### config.mk
export PLATFORM = sky130hd
export DESIGN_NAME = inference_sequencer
export DESIGN_NICKNAME = d
export VERILOG_FILES = /design/src/rtl/inference_sequencer.sv
export SDC_FILE = /design/constraint.sdc
export NUM_CORES = 1
export LEC_CHECK = 0
export ABC_AREA = 1
export CELL_PAD_IN_SITES_DETAIL_PLACEMENT = 1
export CELL_PAD_IN_SITES_GLOBAL_PLACEMENT = 1
export CORE_MARGIN = 4
export CORE_UTILIZATION = 45
export DETAILED_ROUTE_END_ITERATION = 10
export DONT_BUFFER_PORTS = 1
export PLACE_DENSITY_LB_ADDON = 0.1
export SLEW_MARGIN = 20
export SYNTH_ARGS = -nofsm -noshare
export SYNTH_HDL_FRONTEND = slang
export SYNTH_SLANG_ARGS = --single-unit
export TNS_END_PERCENT = 10
### constraint.sdc
create_clock -name clk -period 3 [get_ports clk]
set_clock_uncertainty 0.15 [all_clocks]
set_input_delay 0.3 -clock clk [delete_from_list [all_inputs] [get_ports clk]]
set_output_delay 0.3 -clock clk [all_outputs]
set_load 0.02 [all_outputs]
### src/rtl/inference_sequencer.sv
// Schedules emotion inference runs: start pulse, wait for the MLP result, then re-arm after HOP new notes.
// Optional MLP watchdog: define INFER_TIMEOUT_EN to abort runs that exceed TIMEOUT cycles.
module inference_sequencer #(
  parameter int FEAT_LAT = 3,
  parameter int HOP      = 4,
  parameter int TIMEOUT  = 64
) (
  input  logic       clk,
  input  logic       reset,
  input  logic       enable_ai,
  input  logic       buffer_full,
  input  logic       load_new_note,
  input  logic       mlp_valid_out,
  output logic       start_mlp,
  output logic       busy,
  output logic       emotion_ready,
  output logic [7:0] run_count,
  output logic       timeout_err
);

  localparam logic [2:0] IDLE     = 3'd0;
  localparam logic [2:0] START    = 3'd1;
  localparam logic [2:0] WAIT_MLP = 3'd2;
  localparam logic [2:0] DONE     = 3'd3;
  localparam logic [2:0] HOLD     = 3'd4;

  // Latency counter must reach both the acceptance threshold and the watchdog limit.
  localparam int LAT_MAX = (TIMEOUT > FEAT_LAT) ? TIMEOUT : FEAT_LAT;
  localparam int LAT_W   = $clog2(LAT_MAX + 1);
  localparam logic [LAT_W-1:0] FEAT_LAT_C = LAT_W'(FEAT_LAT);
  localparam logic [7:0]       HOP_C      = 8'(HOP);

  logic [2:0]       state_q, state_d;
  logic [LAT_W-1:0] lat_cnt_q, lat_cnt_d;
  logic [7:0]       hop_cnt_q, hop_cnt_d;
  logic [7:0]       run_count_q, run_count_d;
  logic             start_q, busy_q, ready_q;
  logic             accept;
  logic             hop_counting;

  assign accept       = mlp_valid_out && (lat_cnt_q >= FEAT_LAT_C);
  assign hop_counting = (state_q != IDLE) && (state_q != START);

`ifdef INFER_TIMEOUT_EN
  localparam logic [LAT_W-1:0] TIMEOUT_LAST = LAT_W'(TIMEOUT - 1);
  logic timeout_q, timeout_d;
  logic expire;

  // Fires on the edge where lat_cnt becomes TIMEOUT, so the flag is visible TIMEOUT cycles after start.
  assign expire = (state_q == WAIT_MLP) && enable_ai && !accept && (lat_cnt_q == TIMEOUT_LAST);
  assign timeout_d = timeout_q | expire;
`endif

  always_comb begin
    state_d = state_q;
    case (state_q)
      IDLE: begin
        if (enable_ai && buffer_full) state_d = START;
      end
      START: begin
        state_d = WAIT_MLP;
      end
      WAIT_MLP: begin
        if (!enable_ai)  state_d = IDLE;
        else if (accept) state_d = DONE;
`ifdef INFER_TIMEOUT_EN
        else if (expire) state_d = HOLD;
`endif
      end
      DONE: begin
        state_d = HOLD;
      end
      HOLD: begin
        if (!enable_ai)                                 state_d = IDLE;
        else if ((hop_cnt_q >= HOP_C) && buffer_full)   state_d = START;
      end
      default: begin
        state_d = IDLE;
      end
    endcase
  end

  always_comb begin
    lat_cnt_d = '0;
    if (state_q == START) begin
      lat_cnt_d = LAT_W'(1);
    end else if (state_q == WAIT_MLP) begin
      lat_cnt_d = (lat_cnt_q == {LAT_W{1'b1}}) ? lat_cnt_q : lat_cnt_q + 1'b1;
    end
  end

  // A note in the START cycle is already inside the latched window, so it is not counted.
  always_comb begin
    hop_cnt_d = hop_cnt_q;
    if ((state_d == IDLE) || !hop_counting) begin
      hop_cnt_d = 8'd0;
    end else if (load_new_note && (hop_cnt_q < HOP_C)) begin
      hop_cnt_d = hop_cnt_q + 8'd1;
    end
  end

  always_comb begin
    run_count_d = run_count_q;
    if (state_d == DONE) run_count_d = run_count_q + 8'd1;
  end

  always_ff @(posedge clk) begin
    if (reset) begin
      state_q     <= IDLE;
      lat_cnt_q   <= '0;
      hop_cnt_q   <= 8'd0;
      run_count_q <= 8'd0;
      start_q     <= 1'b0;
      busy_q      <= 1'b0;
      ready_q     <= 1'b0;
    end else begin
      state_q     <= state_d;
      lat_cnt_q   <= lat_cnt_d;
      hop_cnt_q   <= hop_cnt_d;
      run_count_q <= run_count_d;
      start_q     <= (state_d == START);
      busy_q      <= (state_d == START) || (state_d == WAIT_MLP);
      ready_q     <= (state_d == DONE);
    end
  end

`ifdef INFER_TIMEOUT_EN
  always_ff @(posedge clk) begin
    if (reset) begin
      timeout_q <= 1'b0;
    end else begin
      timeout_q <= timeout_d;
    end
  end
  assign timeout_err = timeout_q;
`else
  assign timeout_err = 1'b0;
`endif

  assign start_mlp     = start_q;
  assign busy          = busy_q;
  assign emotion_ready = ready_q;
  assign run_count     = run_count_q;

endmodule
==> reports/metrics.yaml <==
wl_per_cell_um: 13.8
synth_fp_nets: 197
fin_area_mm2: 0.00147
synth_cells: 187
final_common_cell: "nand2_1"
startpoint_type: "flop"
cp-end-kind: "flop"
hold_slack_ps: 45.5
synth.area.top_cells: "dfxtp_1, nand2_1, nor2_1"
instances_no_fill: 223
max_cap_viol_count: 0
start_util_pct: 48.0
htree_levels: 2
antenna_found_initial: 0
diodes: 0
grt_pass1_wl_um: 5400
grt_max_degree: 17
grt_pass1_vias: 1223
syn2layout_area_growth_pct: 7.92
worst-path-max-fanout: 11
tns_ps: 0
drc: 0
yosysSeqAreaShare_pct: 42.7
fmax_ghz: 0.565
antenna_left: 0
worst_slack_ps: 1230
post_dp_cell_area_mm2: 0.00137
p_leak_nw: 0.602
drt_iter0_drc: 26
tightest_slew_ps: 617
rsz0062_at_grt: "false"
via_count: 1145
synth_seq_cells: 29
clock_sinks: 29
clock_path_buffers: 2
track_usage_pct: 17.6
hp-class: "in -> reg"
slew_violations: 0
synth.avg_cell_area_um2: 7.27
fin_crit_ps: 1770
powerDensity_mw_per_mm2: 516
viasPerCell: 5.13
dp_hpwl_um: 2340
slew_headroom_pct: 58.7
status: "finished clean"
portBuffers: 0
ioPinCount: 18
yosys_warnings: 0
cts_tree: "done"
nNetsFinal: 201
dr.pass1.iters: 4
core_area_mm2: 0.00283
dp_slack_ps: 1260
critical_path_arrival_ps: 1880
postCtsHoldBufs: 1
place.gp.congestion: 0.757
clk_pin_slew_worst_paths_ps: 90
die-area_mm2: 0.00396
synth_area_leader_cell: "dfxtp_1"
synth.distinct_cells: 26
dieWidth_um: 63.0
post_cts_resized: 0
clockRootBuffer: "clkbuf_4"
insertion_delay_ps: 330
dp.cells: 214
syn_area_mm2: 0.00136
synth.top_cell.area_share_pct: 42.7
setup_violations: 0
peakVddDrop_v: 0.000201
layout.cells.most_common_list: "nand2_1, nor2_1, dfxtp_1"
die_h_um: 63.0
cp.required_ps: 3110
rr_worst_depth: 9
finalCritPeriodShare_pct: 59.0
drive_gt1_share_pct: 9.90
worstSetupPathType: "reg -> reg"
post-cts-setup-buffers: 0
finalWirelength_um: 3090
cts_buffers: 5
grt_overflow: 0
min_delay_path_depth: 3
finalHoldViolCount: 0
rows: 19
==> state kept, by name, indices dropped and copies added, names as in the netlist <==
name           count
run_count          8
hop_cnt_q          8
busy               1
state_q            3
start_mlp          1
emotion_ready      1
lat_cnt_q          7
==> cells by family (layout without fill, tap and decap cells) <==
kind of cell             count (synthesis)  in the layout  share of synthesized area [%]
AND/OR/NAND/NOR                         94             94                           31.2
other                                    1              1                          0.276
XOR/XNOR                                 7              7                           4.51
flip-flops                              29             29                           42.7
buffers and inverters                   30             35                           9.12
AO/OA/AOI/OAI                           22             22                           8.47
adder cells (fa/ha/maj)                  4              4                           3.68
==> layer usage <==
metal | global-route usage [%] | wire [um] | up-vias
met4 | 9.92 | 71 | 0
met3 | 5.22 | 152 | 8
met1 | 18.9 | 1290 | 528
met2 | 30.3 | 1570 | 18
met5 | 0 | 0 | -
li1 | - | - | 591
==> critical path, cell delays in order, from the launching register on <==
cell	delay [ps]
dfxtp_1	410
ha_1	230
nor2_1	60
nand2_1	80
nor2_1	50
nor2_1	100
nand3_2	220
inv_2	210
nand2_1	70
a21oi_1	130
==> area by class of cell <==
type                            instances  area, um2
Clock buffer                            7       55.1
Timing Repair Buffer                    1       10.0
Tap cell                               31       38.8
Clock inverter                          1       30.0
Fill cell                             379       1360
Inverter                               26       97.6
Multi-Input combinational cell        128        654
Sequential cell                        29        581
==> worst paths after layout <==
path / startpoint / endpoint / slack, ps
max: lat_cnt_q[0] / run_count[3] / 1230
max reg2reg: lat_cnt_q[0] / run_count[3] / 1230
min reg2reg: hop_cnt_q[3] / hop_cnt_q[3] / 280
min: reset / hop_cnt_q[7] / 50
==> cell usage after synthesis <==
master    instances
nand3_2           2
nand3_1           7
xnor2_1           2
a21oi_1          13
nand2_4           1
nor2_2            1
or2_2             1
nor3_1            3
o21ai_1           2
a21oi_2           1
nand4_1           3
inv_2             4
ha_1              4
dfxtp_1          29
clkbuf_1          1
o21ai_0           5
a31oi_1           1
nor3_4            1
nand2_1          41
buf_4             3
xor2_1            5
nand2_2           1
nand3b_1          3
nor2_1           30
inv_1            22
conb_1            1
==> metrics by stage <==
stage                     util [%]  total power [mW]
after floorplan                  -             0.423
after global placement        48.5             0.422
after detailed placement      48.5             0.423
after CTS                     51.8             0.767
after global routing          51.8             0.795
final                         51.8             0.757
==> where the power goes <==
group / internal (mW) / switching (mW) / total [mW]
Combinational: 0.00772 / 0.0171 / 0.0248
Sequential: 0.388 / 0.00531 / 0.393
Clock: 0.199 / 0.140 / 0.338
Power figures use the tool's default switching activity.
